### src/rtl/stage_exe_if.sv
// Decode -> execute -> stage_mem signal bundle for stage_exe.
// The slave modport is the execute stage; the master modport is its environment.
interface stage_exe_if #(
    parameter int unsigned WD_SIZE        = 32,
    parameter int unsigned INSTR_SIZE     = 32,
    parameter int unsigned INSTR_REG_SIZE = 5,
    parameter int unsigned FUNCT3_SIZE    = 3
) ();
    logic                      valid_i;
    logic [INSTR_SIZE-1:0]     pc_i;
    logic [WD_SIZE-1:0]        rs1_data_i;
    logic [WD_SIZE-1:0]        rs2_data_i;
    logic [WD_SIZE-1:0]        imm_i;
    logic [INSTR_REG_SIZE-1:0] rd_i;
    logic [3:0]                ctrl_alu_op_i;
    logic                      ctrl_alu_src_i;
    logic                      ctrl_br_i;
    logic                      ctrl_jm_i;
    logic                      ctrl_jalr_i;
    logic                      ctrl_ld_i;
    logic                      ctrl_st_i;
    logic                      ctrl_reg_write_i;
    logic                      ctrl_mul_i;
    logic [FUNCT3_SIZE-1:0]    ctrl_funct3_i;
    logic                      stall_proc_i;
    logic                      flush_i;

    logic                      mul_busy_o;
    logic [INSTR_SIZE-1:0]     pc_br_o;
    logic [WD_SIZE-1:0]        alu_result_o;
    logic [WD_SIZE-1:0]        rs2_data_o;
    logic                      alu_cmp_o;
    logic [INSTR_REG_SIZE-1:0] rd_o;
    logic [FUNCT3_SIZE-1:0]    ctrl_mem_width_o;
    logic                      ctrl_br_o;
    logic                      ctrl_jm_o;
    logic                      ctrl_ld_o;
    logic                      ctrl_st_o;
    logic                      ctrl_reg_write_o;

    modport slave (
        input  valid_i, pc_i, rs1_data_i, rs2_data_i, imm_i, rd_i, ctrl_alu_op_i,
               ctrl_alu_src_i, ctrl_br_i, ctrl_jm_i, ctrl_jalr_i, ctrl_ld_i, ctrl_st_i,
               ctrl_reg_write_i, ctrl_mul_i, ctrl_funct3_i, stall_proc_i, flush_i,
        output mul_busy_o, pc_br_o, alu_result_o, rs2_data_o, alu_cmp_o, rd_o,
               ctrl_mem_width_o, ctrl_br_o, ctrl_jm_o, ctrl_ld_o, ctrl_st_o, ctrl_reg_write_o
    );

    modport master (
        output valid_i, pc_i, rs1_data_i, rs2_data_i, imm_i, rd_i, ctrl_alu_op_i,
               ctrl_alu_src_i, ctrl_br_i, ctrl_jm_i, ctrl_jalr_i, ctrl_ld_i, ctrl_st_i,
               ctrl_reg_write_i, ctrl_mul_i, ctrl_funct3_i, stall_proc_i, flush_i,
        input  mul_busy_o, pc_br_o, alu_result_o, rs2_data_o, alu_cmp_o, rd_o,
               ctrl_mem_width_o, ctrl_br_o, ctrl_jm_o, ctrl_ld_o, ctrl_st_o, ctrl_reg_write_o
    );
endinterface

### src/rtl/stage_exe.sv
// Execute stage: ALU, branch compare/target, EXE/MEM pipeline register.
// Define STAGE_EXE_MUL_EN to build the iterative 32-cycle shift-add multiplier.
module stage_exe #(
    parameter int unsigned WD_SIZE        = 32,
    parameter int unsigned INSTR_SIZE     = 32,
    parameter int unsigned INSTR_REG_SIZE = 5,
    parameter int unsigned FUNCT3_SIZE    = 3
) (
    input logic       clk,
    input logic       reset_n,
    stage_exe_if.slave bus
);
    localparam int unsigned ShW = $clog2(WD_SIZE);

    typedef struct packed {
        logic [INSTR_SIZE-1:0]     pc_br;
        logic [WD_SIZE-1:0]        alu_result;
        logic [WD_SIZE-1:0]        rs2_data;
        logic                      alu_cmp;
        logic [INSTR_REG_SIZE-1:0] rd;
        logic [FUNCT3_SIZE-1:0]    mem_width;
        logic                      br;
        logic                      jm;
        logic                      ld;
        logic                      st;
        logic                      reg_write;
    } exe_reg_t;

    logic [WD_SIZE-1:0] op_a, op_b, alu_res;
    logic [ShW-1:0]     shamt;
    logic               br_cmp, is_jump;
    exe_reg_t           nxt, exe_d, exe_q;

    always_comb begin
        op_a  = bus.rs1_data_i;
        op_b  = bus.ctrl_alu_src_i ? bus.imm_i : bus.rs2_data_i;
        shamt = op_b[ShW-1:0];
        case (bus.ctrl_alu_op_i)
            4'd1:    alu_res = op_a - op_b;
            4'd2:    alu_res = op_a << shamt;
            4'd3:    alu_res = WD_SIZE'($signed(op_a) < $signed(op_b));
            4'd4:    alu_res = WD_SIZE'(op_a < op_b);
            4'd5:    alu_res = op_a ^ op_b;
            4'd6:    alu_res = op_a >> shamt;
            4'd7:    alu_res = $unsigned($signed(op_a) >>> shamt);
            4'd8:    alu_res = op_a | op_b;
            4'd9:    alu_res = op_a & op_b;
            4'd10:   alu_res = op_b;
            default: alu_res = op_a + op_b;
        endcase
    end

    // Branch conditions always compare the two register operands, never the immediate.
    always_comb begin
        br_cmp = 1'b0;
        case (bus.ctrl_funct3_i)
            3'b000:  br_cmp = bus.rs1_data_i == bus.rs2_data_i;
            3'b001:  br_cmp = bus.rs1_data_i != bus.rs2_data_i;
            3'b100:  br_cmp = $signed(bus.rs1_data_i) < $signed(bus.rs2_data_i);
            3'b101:  br_cmp = $signed(bus.rs1_data_i) >= $signed(bus.rs2_data_i);
            3'b110:  br_cmp = bus.rs1_data_i < bus.rs2_data_i;
            3'b111:  br_cmp = bus.rs1_data_i >= bus.rs2_data_i;
            default: br_cmp = 1'b0;
        endcase
    end

    always_comb begin
        nxt     = '0;
        is_jump = bus.ctrl_jm_i | bus.ctrl_jalr_i;
        if (bus.valid_i) begin
            nxt.pc_br      = bus.ctrl_jalr_i
                           ? (INSTR_SIZE'(bus.rs1_data_i + bus.imm_i) & ~INSTR_SIZE'(1))
                           : bus.pc_i + INSTR_SIZE'(bus.imm_i);
            nxt.alu_result = is_jump ? WD_SIZE'(bus.pc_i + INSTR_SIZE'(4)) : alu_res;
            nxt.alu_cmp    = is_jump | (bus.ctrl_br_i & br_cmp);
            nxt.rs2_data   = bus.rs2_data_i;
            nxt.rd         = bus.ctrl_reg_write_i ? bus.rd_i : '0;
            nxt.mem_width  = bus.ctrl_funct3_i;
            nxt.br         = bus.ctrl_br_i;
            nxt.jm         = bus.ctrl_jm_i;
            nxt.ld         = bus.ctrl_ld_i;
            nxt.st         = bus.ctrl_st_i;
            nxt.reg_write  = bus.ctrl_reg_write_i;
        end
    end

`ifdef STAGE_EXE_MUL_EN
    typedef enum logic [1:0] {StIdle, StBusy, StDone} mul_state_e;

    mul_state_e         state_q, state_d;
    logic [4:0]         cnt_q, cnt_d;
    logic [WD_SIZE-1:0] mcand_q, mcand_d, mplier_q, mplier_d, prod_q, prod_d;
    exe_reg_t           held_q, held_d;
    logic               mul_start, mul_busy;

    always_comb begin
        mul_start = (state_q == StIdle) & bus.valid_i & bus.ctrl_mul_i
                  & ~bus.flush_i & ~bus.stall_proc_i;
        mul_busy  = ~bus.flush_i & (mul_start | (state_q == StBusy));
        state_d   = state_q;
        cnt_d     = cnt_q;
        mcand_d   = mcand_q;
        mplier_d  = mplier_q;
        prod_d    = prod_q;
        held_d    = held_q;
        if (bus.flush_i) begin
            state_d = StIdle;
        end else if (!bus.stall_proc_i) begin
            case (state_q)
                StIdle: begin
                    if (mul_start) begin
                        state_d  = StBusy;
                        cnt_d    = '0;
                        mcand_d  = op_a;
                        mplier_d = op_b;
                        prod_d   = '0;
                        held_d   = nxt;
                    end
                end
                StBusy: begin
                    if (mplier_q[0]) prod_d = prod_q + mcand_q;
                    mcand_d  = mcand_q << 1;
                    mplier_d = mplier_q >> 1;
                    cnt_d    = cnt_q + 5'd1;
                    if (cnt_q == 5'd31) state_d = StDone;
                end
                StDone:  state_d = StIdle;
                default: state_d = StIdle;
            endcase
        end
    end

    // DONE publishes the product with the control captured when the multiply began.
    always_comb begin
        exe_d = exe_q;
        if (bus.flush_i) begin
            exe_d = '0;
        end else if (!bus.stall_proc_i) begin
            if (state_q == StDone) begin
                exe_d            = held_q;
                exe_d.alu_result = prod_q;
            end else if (mul_busy) begin
                exe_d = '0;
            end else begin
                exe_d = nxt;
            end
        end
    end

    always_ff @(posedge clk or negedge reset_n) begin
        if (!reset_n) begin
            state_q  <= StIdle;
            cnt_q    <= '0;
            mcand_q  <= '0;
            mplier_q <= '0;
            prod_q   <= '0;
            held_q   <= '0;
        end else begin
            state_q  <= state_d;
            cnt_q    <= cnt_d;
            mcand_q  <= mcand_d;
            mplier_q <= mplier_d;
            prod_q   <= prod_d;
            held_q   <= held_d;
        end
    end

    assign bus.mul_busy_o = mul_busy;
`else
    logic unused_mul;
    assign unused_mul = bus.ctrl_mul_i;

    always_comb begin
        exe_d = exe_q;
        if (bus.flush_i)              exe_d = '0;
        else if (!bus.stall_proc_i)   exe_d = nxt;
    end

    assign bus.mul_busy_o = 1'b0;
`endif

    always_ff @(posedge clk or negedge reset_n) begin
        if (!reset_n) exe_q <= '0;
        else          exe_q <= exe_d;
    end

    assign bus.pc_br_o          = exe_q.pc_br;
    assign bus.alu_result_o     = exe_q.alu_result;
    assign bus.rs2_data_o       = exe_q.rs2_data;
    assign bus.alu_cmp_o        = exe_q.alu_cmp;
    assign bus.rd_o             = exe_q.rd;
    assign bus.ctrl_mem_width_o = exe_q.mem_width;
    assign bus.ctrl_br_o        = exe_q.br;
    assign bus.ctrl_jm_o        = exe_q.jm;
    assign bus.ctrl_ld_o        = exe_q.ld;
    assign bus.ctrl_st_o        = exe_q.st;
    assign bus.ctrl_reg_write_o = exe_q.reg_write;
endmodule

### src/flat_wrapper.sv
// flat-port wrapper written by rule: the top's interface ports become plain ports
module stage_exe_flat 
#(
    parameter int unsigned WD_SIZE        = 32,
    parameter int unsigned INSTR_SIZE     = 32,
    parameter int unsigned INSTR_REG_SIZE = 5,
    parameter int unsigned FUNCT3_SIZE    = 3
)
  (clk, reset_n, bus_valid_i, bus_pc_i, bus_rs1_data_i, bus_rs2_data_i, bus_imm_i, bus_rd_i, bus_ctrl_alu_op_i, bus_ctrl_alu_src_i, bus_ctrl_br_i, bus_ctrl_jm_i, bus_ctrl_jalr_i, bus_ctrl_ld_i, bus_ctrl_st_i, bus_ctrl_reg_write_i, bus_ctrl_mul_i, bus_ctrl_funct3_i, bus_stall_proc_i, bus_flush_i, bus_mul_busy_o, bus_pc_br_o, bus_alu_result_o, bus_rs2_data_o, bus_alu_cmp_o, bus_rd_o, bus_ctrl_mem_width_o, bus_ctrl_br_o, bus_ctrl_jm_o, bus_ctrl_ld_o, bus_ctrl_st_o, bus_ctrl_reg_write_o);
  stage_exe_if #(.WD_SIZE(WD_SIZE), .INSTR_SIZE(INSTR_SIZE), .INSTR_REG_SIZE(INSTR_REG_SIZE), .FUNCT3_SIZE(FUNCT3_SIZE)) bus_i ();
  input logic clk;
  input logic reset_n;
  input wire logic [$bits(bus_i.valid_i)-1:0] bus_valid_i;
  input wire logic [$bits(bus_i.pc_i)-1:0] bus_pc_i;
  input wire logic [$bits(bus_i.rs1_data_i)-1:0] bus_rs1_data_i;
  input wire logic [$bits(bus_i.rs2_data_i)-1:0] bus_rs2_data_i;
  input wire logic [$bits(bus_i.imm_i)-1:0] bus_imm_i;
  input wire logic [$bits(bus_i.rd_i)-1:0] bus_rd_i;
  input wire logic [$bits(bus_i.ctrl_alu_op_i)-1:0] bus_ctrl_alu_op_i;
  input wire logic [$bits(bus_i.ctrl_alu_src_i)-1:0] bus_ctrl_alu_src_i;
  input wire logic [$bits(bus_i.ctrl_br_i)-1:0] bus_ctrl_br_i;
  input wire logic [$bits(bus_i.ctrl_jm_i)-1:0] bus_ctrl_jm_i;
  input wire logic [$bits(bus_i.ctrl_jalr_i)-1:0] bus_ctrl_jalr_i;
  input wire logic [$bits(bus_i.ctrl_ld_i)-1:0] bus_ctrl_ld_i;
  input wire logic [$bits(bus_i.ctrl_st_i)-1:0] bus_ctrl_st_i;
  input wire logic [$bits(bus_i.ctrl_reg_write_i)-1:0] bus_ctrl_reg_write_i;
  input wire logic [$bits(bus_i.ctrl_mul_i)-1:0] bus_ctrl_mul_i;
  input wire logic [$bits(bus_i.ctrl_funct3_i)-1:0] bus_ctrl_funct3_i;
  input wire logic [$bits(bus_i.stall_proc_i)-1:0] bus_stall_proc_i;
  input wire logic [$bits(bus_i.flush_i)-1:0] bus_flush_i;
  output wire logic [$bits(bus_i.mul_busy_o)-1:0] bus_mul_busy_o;
  output wire logic [$bits(bus_i.pc_br_o)-1:0] bus_pc_br_o;
  output wire logic [$bits(bus_i.alu_result_o)-1:0] bus_alu_result_o;
  output wire logic [$bits(bus_i.rs2_data_o)-1:0] bus_rs2_data_o;
  output wire logic [$bits(bus_i.alu_cmp_o)-1:0] bus_alu_cmp_o;
  output wire logic [$bits(bus_i.rd_o)-1:0] bus_rd_o;
  output wire logic [$bits(bus_i.ctrl_mem_width_o)-1:0] bus_ctrl_mem_width_o;
  output wire logic [$bits(bus_i.ctrl_br_o)-1:0] bus_ctrl_br_o;
  output wire logic [$bits(bus_i.ctrl_jm_o)-1:0] bus_ctrl_jm_o;
  output wire logic [$bits(bus_i.ctrl_ld_o)-1:0] bus_ctrl_ld_o;
  output wire logic [$bits(bus_i.ctrl_st_o)-1:0] bus_ctrl_st_o;
  output wire logic [$bits(bus_i.ctrl_reg_write_o)-1:0] bus_ctrl_reg_write_o;
  assign bus_i.valid_i = bus_valid_i;
  assign bus_i.pc_i = bus_pc_i;
  assign bus_i.rs1_data_i = bus_rs1_data_i;
  assign bus_i.rs2_data_i = bus_rs2_data_i;
  assign bus_i.imm_i = bus_imm_i;
  assign bus_i.rd_i = bus_rd_i;
  assign bus_i.ctrl_alu_op_i = bus_ctrl_alu_op_i;
  assign bus_i.ctrl_alu_src_i = bus_ctrl_alu_src_i;
  assign bus_i.ctrl_br_i = bus_ctrl_br_i;
  assign bus_i.ctrl_jm_i = bus_ctrl_jm_i;
  assign bus_i.ctrl_jalr_i = bus_ctrl_jalr_i;
  assign bus_i.ctrl_ld_i = bus_ctrl_ld_i;
  assign bus_i.ctrl_st_i = bus_ctrl_st_i;
  assign bus_i.ctrl_reg_write_i = bus_ctrl_reg_write_i;
  assign bus_i.ctrl_mul_i = bus_ctrl_mul_i;
  assign bus_i.ctrl_funct3_i = bus_ctrl_funct3_i;
  assign bus_i.stall_proc_i = bus_stall_proc_i;
  assign bus_i.flush_i = bus_flush_i;
  assign bus_mul_busy_o = bus_i.mul_busy_o;
  assign bus_pc_br_o = bus_i.pc_br_o;
  assign bus_alu_result_o = bus_i.alu_result_o;
  assign bus_rs2_data_o = bus_i.rs2_data_o;
  assign bus_alu_cmp_o = bus_i.alu_cmp_o;
  assign bus_rd_o = bus_i.rd_o;
  assign bus_ctrl_mem_width_o = bus_i.ctrl_mem_width_o;
  assign bus_ctrl_br_o = bus_i.ctrl_br_o;
  assign bus_ctrl_jm_o = bus_i.ctrl_jm_o;
  assign bus_ctrl_ld_o = bus_i.ctrl_ld_o;
  assign bus_ctrl_st_o = bus_i.ctrl_st_o;
  assign bus_ctrl_reg_write_o = bus_i.ctrl_reg_write_o;
  stage_exe #(.WD_SIZE(WD_SIZE), .INSTR_SIZE(INSTR_SIZE), .INSTR_REG_SIZE(INSTR_REG_SIZE), .FUNCT3_SIZE(FUNCT3_SIZE)) u_core (.clk(clk), .reset_n(reset_n), .bus(bus_i));
endmodule
### config.mk
export PLATFORM = sky130hd
export DESIGN_NAME = stage_exe_flat
export DESIGN_NICKNAME = d
export VERILOG_FILES = /design/src/rtl/stage_exe_if.sv /design/src/rtl/stage_exe.sv /design/src/flat_wrapper.sv
export SDC_FILE = /design/constraint.sdc
export NUM_CORES = 1
export LEC_CHECK = 0
export CAP_MARGIN = 20
export CORE_ASPECT_RATIO = 0.6
export CORE_UTILIZATION = 35
export DETAILED_ROUTE_END_ITERATION = 8
export GPL_TIMING_DRIVEN = 0
export PLACE_DENSITY = 0.54
export SETUP_SLACK_MARGIN = 0.15
export SYNTH_ARGS = -nofsm -noshare
export SYNTH_HDL_FRONTEND = slang
export SYNTH_SLANG_ARGS = --single-unit
### constraint.sdc
create_clock -name clk -period 1.4 [get_ports clk]
set_clock_uncertainty 0.1 [all_clocks]
set_input_delay 0.28 -clock clk [delete_from_list [all_inputs] [get_ports clk]]
set_output_delay 0.28 -clock clk [all_outputs]
set_load 0.02 [all_outputs]
Word-level counts from Yosys, hierarchy flattened
Index checks and enable logic that the tools add are counted.

$add $sub $neg: 5. Magnitude comparators: 6. Equal/unequal tests: 18. Shift-type cells: 3. Mux-type cells: 9. Bitwise gates (word level): 6. Reductions and logical operators: 1.

Operator list (number): 110-bit two-way mux (3); 32-bit case mux with 10 select lines (1); 32-bit less-than comparator (4); 32-bit adder (3); 32-bit two-way mux (3); 32-bit >= comparator (2); 32-bit by 3-bit adder with 32-bit output, second input constant (1); 32-bit bitwise AND (1); 32-bit == test (1); 32-bit inequality test (1); 32-bit bitwise OR (1); 32-bit by 5-bit left shift with 32-bit output (1); 32-bit by 5-bit >> shifter with 32-bit output (1); 32-bit by 5-bit >>> shifter with 32-bit output (1); 32-bit subtractor (1); 32-bit bitwise XOR (1); 4-bit by 3-bit == test with 1-bit output, second input constant (4); 3-bit == test, second input constant (4); 4-bit == test, second input constant (3); 4-bit by 2-bit == test with 1-bit output, second input constant (2); 1-bit case mux with 6 select lines (1); 5-bit two-way mux (1); 4-bit by 1-bit == test with 1-bit output, second input constant (1); 3-bit by 1-bit == test with 1-bit output, second input constant (1); 4 further kinds (5).

Register bits after elaboration: 110. Bits of input ports: 153. Word-level logic and storage cells: 59.

Longest topological paths before layout
Gate-level depths: netlist (run 1).

Depth after elaboration: 7. Depth in mapped cells: 19.

Least setup slack after synthesis (run 1)
No wires, ideal clock.

Path kind: input -> register. Start point: input port bus_ctrl_alu_src_i. End point: register u_core.exe_q (netlist bit u_core.bus.alu_result_o[22]). Setup time: 127 ps. Arrival time: 4388 ps. Required time: 1173 ps. Setup slack: -3215 ps. Cell stages on the path: 17. Path buffers: 6. Cells stage by stage: buf_6 clkbuf_1 mux2i_1 clkbuf_1 buf_2 clkbuf_1 ha_1 clkbuf_1 and3_1 a221oi_2 a2111oi_0 a2111o_1 a211oi_1 o21bai_2 a221o_1 a21oi_1 o21ai_0.

Word-level cells in the longest chain between the ends: 7. Elaborated cells between the ends (all ways): 14. Those cells by class: add/sub (2); shift (3); mux (6); bitwise (3).

Ends and longest elaborated chain: start: declaration (RTL line flat_wrapper.sv:20) `input wire logic [$bits(bus_i.ctrl_alu_src_i)-1:0] bus_ctrl_alu_src_i;`; 32-bit two-way mux * (RTL line stage_exe.sv:36) `op_b = bus.ctrl_alu_src_i ? bus.imm_i : bus.rs2_data_i;`; 32-bit adder, or another cell as far along (RTL line stage_exe.sv:49) `default: alu_res = op_a + op_b;`; 32-bit case mux with 10 select lines * (RTL line stage_exe.sv:38) `case (bus.ctrl_alu_op_i)`; 32-bit two-way mux * (RTL line stage_exe.sv:74) `nxt.alu_result = is_jump ? WD_SIZE'(bus.pc_i + INSTR_SIZE'(4)) : alu_res;`; 110-bit two-way mux * (RTL line stage_exe.sv:70) `if (bus.valid_i) begin`; 110-bit two-way mux * (RTL line stage_exe.sv:176) `else if (!bus.stall_proc_i) exe_d = nxt;`; 110-bit two-way mux * (RTL line stage_exe.sv:175) `if (bus.flush_i) exe_d = '0;`; end signal: assignment (RTL line stage_exe.sv:183) `if (!reset_n) exe_q <= '0;`; end signal: assignment (RTL line stage_exe.sv:184) `else exe_q <= exe_d;`; end: declaration (RTL line stage_exe.sv:32) `exe_reg_t nxt, exe_d, exe_q;`.

Every way passes the cells marked *; elsewhere a longest branch is shown, timed or not. The select of a mux whose other input is x is not followed. A chain may end at the register's enable or synchronous reset.

Worst setup path after layout (run 1)
Start point: input port bus_ctrl_alu_src_i. End point: register u_core.exe_q (netlist bit u_core.bus.alu_result_o[30]).

The elaborated chain is that of the path after synthesis.

==> results.cfg, run 1 <==
[status]
status = finished, violations left
violations = setup timing

[placed_design]
placed_area_sq_um = 22400
globalplace.congestion = 1.07
dp.cells = 3371
port_buffers = 259
hpwl_mm = 94.9

[sta]
maxClockFrequency_mhz = 258
tightest_slew_ns = 1.08
setup_ws_ns = -2.47
slew_headroom_pct = 27.8
maxSlewViolCount = 0
min_period_ns = 3.87
period_share_pct = 277
hold_viol = 0
tns_ns = -96.28
rsz0062_at_grt = true
setup_viol = 70

[global_route]
antenna_found_initial = 6
grt_max_degree = 74
grt_pass1_wl_mm = 168
grt_pass1_vias = 22400
grt.total_usage_pct = 45.7
overflow = 0

[clock_network]
cts.clk_slew.worst_paths_ns = 0.09
cts-root-buf = clkbuf_16
cts_buffers = 9
clockBufferDepth = 2
clock_sinks = 110
cts-htree-levels = 3
clk_latency_ns = 0.40
cts_tree = done

[logic_synthesis]
yosys-top-cells-count = 259 x nand2_1, 218 x o21ai_0, 207 x a21oi_1
yosys-top-cells-area = dfrtp_1 15%, ha_1 13%, o21ai_0 6.1%, a21oi_1 5.8%, nand2_1 5.4%
synth_cell_types = 95
synth_nets = 2772
yosysTopAreaCell = dfrtp_1
ys_ff_latch = 110
synthMuxAreaShare_pct = 8.57
synth_compound_area_share_pct = 32.5
synthAdderAreaFrac_pct = 13.8
synth-simple-area-share_pct = 17.4
yosysSeqAreaShare_pct = 15.3
yosysMostFrequentCell = nand2_1
syn_area_sq_um = 17900
synth_top_area_share_pct = 15.3
synth-xor-area-share_pct = 5.81
ys_warn_count = 0
ys.flop_type = dfrtp_1
synth.avg_cell_area_sq_um = 7.40
async_reset_ff_share_pct = 100
synth_top_family_by_area = compound AO/OA/AOI/OAI gates
synth-edff-count = 0
synth_cells = 2424

[drt]
postRouteAntennaNets = 0
wl_mm = 127
drt_pass1_iterations = 7
via_count = 25000
drc = 0
avgViaCountPerCell = 6.83
wl_per_cell_um = 34.7
drt_iter0_markers = 3587

[setup_path]
slowest_stage = a2111o_1
max_stage_delay_ns = 0.43
arrival_ns = 4.10
path_max_fanout = 7
start_kind = primary input
crit_buf_inv = 7
crit_chain = buf_12 > clkbuf_16 > clkbuf_16 > bufbuf_16 > nand2_1 > o21ai_2 > inv_2 > ha_1 > buf_4 > and3_1 > a221oi_4 > buf_6 > a2111oi_2 > a2111o_1 > a211oi_2 > o21bai_4 > a211oi_2 > xnor2_1 > o21ai_1 > o21ai_1
critPathKind = in -> reg
critical_path.top_delay_family = compound AO/OA/AOI/OAI gates
cp.required_ns = 1.63
cp-end-kind = flop

[floorplanning]
core_sq_um = 50000
die_width_um = 294
dieArea_sq_um = 52200
pin_count = 264
initial_core_util_pct = 35.9
die_h_um = 177
num_rows = 63

[power]
leakagePower_nw = 12.3
finalPower_mw = 20.1
irDropWorstVdd_mv = 0.701
power_density_nw_per_um2 = 710

[layout]
final_area_sq_um = 28300
area_growth_pct = 58.0
drive_gt1_share_pct = 37.4
post-route-util_pct = 56.7
final_net_count = 3319
final_cells = 3662

[min_path]
hp-class = in -> reg

[flow_run]
drv_cap = 0
==> cells in the final DEF, fill, tap and decap left out, types with 22 or more instances in the layout <==
master,Yosys,routed
a211oi_1,37,23
a21o_1,52,51
a21oi_1,207,146
a21oi_2,0,51
a22o_1,25,22
a22oi_1,31,31
a31oi_1,33,23
and3_1,25,23
buf_12,0,41
buf_2,36,33
buf_4,2,220
buf_6,2,207
clkbuf_2,0,48
clkdlybuf4s50_1,0,29
dfrtp_1,110,102
ha_1,191,112
ha_4,0,72
inv_1,139,108
inv_2,2,28
mux2i_1,96,71
nand2_1,259,246
nand3_1,51,46
nand4_1,24,24
nor2_1,205,176
nor3_1,38,29
o211ai_1,37,37
o21ai_0,218,90
o21ai_1,4,83
o21ai_2,0,42
o22ai_1,26,25
xnor2_1,84,73
xor2_1,35,34
==> flip-flops by register name (all words and copies together) (netlist names) <==
| register | count |
|---|---|
| u_core.bus.alu_cmp_o | 1 |
| u_core.bus.alu_result_o | 32 |
| u_core.bus.ctrl_br_o | 1 |
| u_core.bus.ctrl_jm_o | 1 |
| u_core.bus.ctrl_ld_o | 1 |
| u_core.bus.ctrl_mem_width_o | 3 |
| u_core.bus.ctrl_reg_write_o | 1 |
| u_core.bus.ctrl_st_o | 1 |
| u_core.bus.pc_br_o | 32 |
| u_core.bus.rd_o | 5 |
| u_core.bus.rs2_data_o | 32 |
==> cell families (layout without fill, tap and decap cells) <==
| kind of cell | Yosys count | count (layout) |
|---|---|---|
| compound gates | 885 | 885 |
| xor+xnor | 119 | 119 |
| fa+ha+maj | 195 | 195 |
| buf+inv | 297 | 849 |
| flops | 110 | 110 |
| mux | 123 | 123 |
| other cells | 1 | 5 |
| simple gates | 694 | 694 |
==> layout make-up <==
type,instances,area [sq um]
Clock buffer,10,239
Fill cell,4418,21600
Tap cell,682,853
Inverter,143,574
Sequential cell,110,2760
Antenna cell,4,10.0
Clock inverter,6,76.3
Timing Repair Buffer,536,5190
Multi-Input combinational cell,2017,17000
Buffer,154,1620
==> worst register-to-register path, delay by kind of cell, from the launching register on <==
| kind | cells | cell delay [ns] |
|---|---|---|
| AOI/OAI and AO/OA | 4 | 1.07 |
| DFF | 1 | 0.43 |
| and+or+nand+nor | 2 | 0.34 |
==> path summary, 6_finish.rpt <==
check | slack, ns | cells past startpoint | endpoint | startpoint
hold / removal | 0.05 | 3 | u_core.bus.rs2_data_o[27] | bus_rs2_data_i[27]
hold reg to reg | 0.42 | 2 | u_core.bus.rs2_data_o[10] | u_core.bus.rs2_data_o[10]
setup reg to reg | -0.68 | 6 | u_core.bus.alu_result_o[21] | u_core.bus.alu_result_o[21]
max in group asynchronous | 0.24 | 3 | u_core.bus.rs2_data_o[20] | reset_n
min in group asynchronous | 0.32 | 2 | u_core.bus.pc_br_o[4] | reset_n
setup / recovery | -2.47 | 20 | u_core.bus.alu_result_o[30] | bus_ctrl_alu_src_i
==> per-stage QoR <==
stage	worst slack (ns)	hold WS, ns
after global routing	-2.51	0.0700
after CTS	-2.39	0.0546
after global placement	-4.85	0.359
after detailed placement	-4.73	0.121
final	-2.47	0.0515
after floorplan	-2.51	-0.116
==> routing by layer <==
| layer | part of all wire (%) | global-route usage (%) |
|---|---|---|
| met1 | 42 | 65.2 |
| met2 | 37 | 59.8 |
| met3 | 17 | 23.1 |
| met4 | 3.7 | 9.57 |
| met5 | 0.32 | 0 |
==> power breakdown <==
group | total, mW | switching (mW) | internal [mW] | leakage, nW
logic | 13.6 | 8.13 | 5.46 | 10.7
clock network | 3.04 | 1.56 | 1.47 | 0.149
registers | 3.49 | 0.157 | 3.33 | 1.49
total | 20.1 | 9.85 | 10.3 | 12.3
==> repair_timing <==
| action | in CTS | in global routing |
|---|---|---|
| endpoints found under the hold margin | 37 | 0 |
| gates resized for setup | 1090 | 872 |
| setup endpoints to repair | 220 | 293 |
| pin swaps | 189 | 185 |
| cloned | 1 | 3 |
| setup buffers | 148 | 118 |
| hold buffers | 1 | 0 |
Note: power is estimated with default switching activity, not from simulation.
==> run 2, diff against run 1 <==
--- a/config.mk
+++ b/config.mk
@@ -7,10 +7,10 @@
 export LEC_CHECK = 0
 export CAP_MARGIN = 20
 export CORE_ASPECT_RATIO = 0.6
-export CORE_UTILIZATION = 35
+export CORE_UTILIZATION = 55
 export DETAILED_ROUTE_END_ITERATION = 8
 export GPL_TIMING_DRIVEN = 0
-export PLACE_DENSITY = 0.54
+export PLACE_DENSITY = 0.79
 export SETUP_SLACK_MARGIN = 0.15
 export SYNTH_ARGS = -nofsm -noshare
 export SYNTH_HDL_FRONTEND = slang
==> run 2 against run 1 <==
Effect of this change: the flow now stops in 5_1_grt; area after synthesis unchanged; synthesized cell count unchanged.
==> results.cfg, run 2 <==
[logic_synthesis]
synth_nets = 2772
yosysMostFrequentCell = nand2_1
synth.avg_cell_area_sq_um = 7.40
syn_area_sq_um = 17900
synth_top_area_share_pct = 15.3
yosysTopAreaCell = dfrtp_1
yosys-top-cells-area = dfrtp_1 15%, ha_1 13%, o21ai_0 6.1%, a21oi_1 5.8%, nand2_1 5.4%
yosys-top-cells-count = 259 x nand2_1, 218 x o21ai_0, 207 x a21oi_1
synth_cell_types = 95
synth-edff-count = 0
synth_cells = 2424
ys_ff_latch = 110
ys_warn_count = 0
ys.flop_type = dfrtp_1
async_reset_ff_share_pct = 100
yosysSeqAreaShare_pct = 15.3

[clock_network]
cts_buffers = 9
clockBufferDepth = 2
clock_sinks = 110
cts-root-buf = clkbuf_16
cts-htree-levels = 3

[global_route]
grt_max_degree = 62
grt_pass1_vias = 29300
grt.total_usage_pct = 78.5
overflow = 65
grt_pass1_wl_mm = 194

[status]
status = did not finish
first-error = [ERROR GRT-0116] Global routing finished with congestion. Check the congestion regions in the DRC Viewer.
failing_step = 5_1_grt

[floorplanning]
pin_count = 264
initial_core_util_pct = 56.7
die_width_um = 235
num_rows = 50
die_h_um = 142

[placed_design]
hpwl_mm = 79.8
globalplace.congestion = 1.32
port_buffers = 259
## run 2: logic make-up after synthesis
family                   synth area share [%]
flip-flops                               15.3
multiplexers                             8.57
buffers and inverters                    6.61
XOR/XNOR                                 5.81
other                                  0.0209
AO/OA/AOI/OAI                            32.5
AND/OR/NAND/NOR                          17.4
adder cells (fa/ha/maj)                  13.8
## run 2: per-layer routing
layer,track usage (%),GRT overflow
met5,44.4,3
met4,67.1,24
met3,67.7,9
met2,92.5,20
met1,81.2,9
## run 2: what timing repair did
item | CTS
endpoints found under the setup margin | 220
buffers inserted | 191
gates cloned | 5
gates resized for setup | 1700
hold endpoints to repair | 49
pin swaps | 165
## run 2: stage by stage
| stage | instances | setup WS, ns | TNS [ns] | instance area (sq um) | hold slack (ns) |
|---|---|---|---|---|---|
| CTS | 3312 | -2.46 | -88.95 | 26300 | -0.151 |
| detailed placement | 3101 | -4.37 | -227.38 | 22000 | 0.257 |
| global placement | 3099 | -4.36 | -689.22 | 22000 | 0.349 |
| floorplan | 2424 | -2.51 | -86.93 | 18900 | -0.116 |
==> run 3, diff against run 2 <==
--- a/config.mk
+++ b/config.mk
@@ -6,12 +6,10 @@
 export NUM_CORES = 1
 export LEC_CHECK = 0
 export CAP_MARGIN = 20
-export CORE_ASPECT_RATIO = 0.6
-export CORE_UTILIZATION = 55
+export CORE_UTILIZATION = 40
 export DETAILED_ROUTE_END_ITERATION = 8
 export GPL_TIMING_DRIVEN = 0
-export PLACE_DENSITY = 0.79
-export SETUP_SLACK_MARGIN = 0.15
+export PLACE_DENSITY_LB_ADDON = 0.15
 export SYNTH_ARGS = -nofsm -noshare
 export SYNTH_HDL_FRONTEND = slang
 export SYNTH_SLANG_ARGS = --single-unit
==> run 3 against run 2 <==
Effect of this change: the flow now finishes, with violations (setup timing).
==> results.cfg, run 3 (synthesized netlist as in run 1, its figures left out) <==
[status]
status = finished, violations left
violations = setup timing

[setup_path]
cp.required_ns = 1.63
critical_path.top_delay_family = compound AO/OA/AOI/OAI gates
cp-end-kind = flop
critPathKind = in -> reg
path_depth = 17
crit_buf_inv = 6
path_max_fanout = 11
arrival_ns = 4.06
reg2reg_depth = 6
slowest_stage = a2111oi_4
max_stage_delay_ns = 0.72
start_kind = primary input
crit_chain = buf_12 > buf_4 > mux2i_4 > buf_12 > buf_4 > clkbuf_16 > ha_4 > or4_4 > o211ai_1 > a21oi_2 > buf_6 > o221ai_4 > o221a_4 > o31ai_4 > a2111oi_4 > o221ai_1 > nand2_1

[drt]
drc = 0
postRouteAntennaNets = 0
via_count = 23900
avgViaCountPerCell = 6.85
wl_mm = 112
drt_pass1_iterations = 7
wl_per_cell_um = 32.2
drt_iter0_markers = 3531

[global_route]
grt_max_degree = 74
grt_pass1_vias = 22700
overflow = 0
grt.total_usage_pct = 47.7
grt_pass1_wl_mm = 156
antenna_found_initial = 1

[sta]
maxClockFrequency_mhz = 261
slew_headroom_pct = 31.7
tightest_slew_ns = 1.02
maxSlewViolCount = 0
setup_ws_ns = -2.43
hold_viol = 0
min_period_ns = 3.83
setup_viol = 66
rsz0062_at_grt = true
period_share_pct = 274

[placed_design]
hpwl_mm = 84.0
port_buffers = 259
globalplace.congestion = 1.13

[clock_network]
cts.clk_slew.worst_paths_ns = 0.07
cts-root-buf = clkbuf_16
clk_latency_ns = 0.39
cts_buffers = 9
clockBufferDepth = 2
cts-htree-levels = 3
cts_tree = done
clock_sinks = 110

[power]
pwr-share-clk_pct = 14.2
power.share.sequential_pct = 18.6
p_sw_mw = 8.95
swShare_pct = 48.4
pwr-share-comb_pct = 67.2
finalPower_mw = 18.5
leakagePower_nw = 11.6
internal_power_mw = 9.54
power_density_nw_per_um2 = 697
irDropWorstVdd_mv = 0.644

[flow_run]
drv_cap = 0

[layout]
final_net_count = 3233
mostFrequentLayoutCell = nand2_1
area_growth_pct = 48.0
drive_gt1_share_pct = 33.0
regArea_sq_um = 2750
multiInputGateArea_sq_um = 16900
fillers = 3833
post-route-util_pct = 60.0
final_cell_mix = 249 x nand2_1, 181 x nor2_1, 172 x buf_4

[min_path]
hold_path_depth = 2
hp-class = in -> reg

[floorplanning]
initial_core_util_pct = 40.6
num_rows = 77
pin_count = 264
die_width_um = 214
core_sq_um = 44200
dieArea_sq_um = 45700
die_h_um = 214
[run 3: final timing paths]
check                                                 start                           to  slack, ns
worst max-delay path                     bus_ctrl_alu_src_i   u_core.bus.alu_result_o[0]      -2.43
worst min-delay path                      bus_rs2_data_i[0]     u_core.bus.rs2_data_o[0]       0.08
worst max register to register  u_core.bus.alu_result_o[21]  u_core.bus.alu_result_o[21]      -0.57
worst min register to register     u_core.bus.rs2_data_o[4]     u_core.bus.rs2_data_o[4]       0.38
max in group asynchronous                           reset_n    u_core.bus.rs2_data_o[29]       0.17
min in group asynchronous                           reset_n        u_core.bus.pc_br_o[2]       0.26
[run 3: repair_timing]
| item | 4_1_cts | 5_1_grt |
|---|---|---|
| gates cloned | 2 | 1 |
| pin swaps | 207 | 155 |
| buffers inserted | 156 | 55 |
| resized for setup | 1495 | 196 |
| hold buffers | 1 | 0 |
| hold endpoints to repair | 37 | 0 |
| endpoints found under the setup margin | 220 | 113 |
[run 3: power by group through the flow]
| stage | clock network (mW) | logic, mW | registers, mW |
|---|---|---|---|
| 2_1_floorplan | 0 | 5.49 | 3.66 |
| 3_3_place_gp | 0 | 9.24 | 3.50 |
| 3_5_place_dp | 0 | 9.32 | 3.50 |
| 4_1_cts | 2.60 | 11.1 | 3.43 |
| 5_1_grt | 2.71 | 12.8 | 3.45 |
| 6_report | 2.62 | 12.4 | 3.44 |
[run 3: area by class of cell]
| type | instances | share of cell area (%) |
|---|---|---|
| diodes | 1 | 0.00943 |
| plain buffers | 139 | 5.59 |
| clock buffers | 11 | 0.877 |
| clock inverters | 5 | 0.137 |
| inverters | 143 | 2.15 |
| multi-input cells | 2017 | 63.6 |
| flip-flops and latches | 110 | 10.4 |
| well taps | 592 | 2.79 |
| repair buffers | 465 | 14.5 |
[run 3: routing by layer]
layer / track usage (%) / up-vias / wire length [um]
met2: 68.5 / 1935 / 46200
li1: - / 9919 / -
met3: 17.6 / 488 / 15300
met5: 0 / - / 26
met1: 61.7 / 11500 / 43700
met4: 25.5 / 4 / 7060
[run 3: metrics by stage]
stage	hold slack [ns]	instances	setup TNS [ns]	setup slack [ns]	instance area (sq um)
floorplan	-0.116	2424	-86.91	-2.51	18800
global placement	0.353	3275	-752.66	-4.83	22100
detailed placement	0.108	3277	-251.14	-4.81	22100
CTS	0.0738	3440	-86.29	-2.41	25500
global route	0.103	3482	-96.55	-2.43	26500
finish	0.0777	3483	-92.30	-2.43	26500
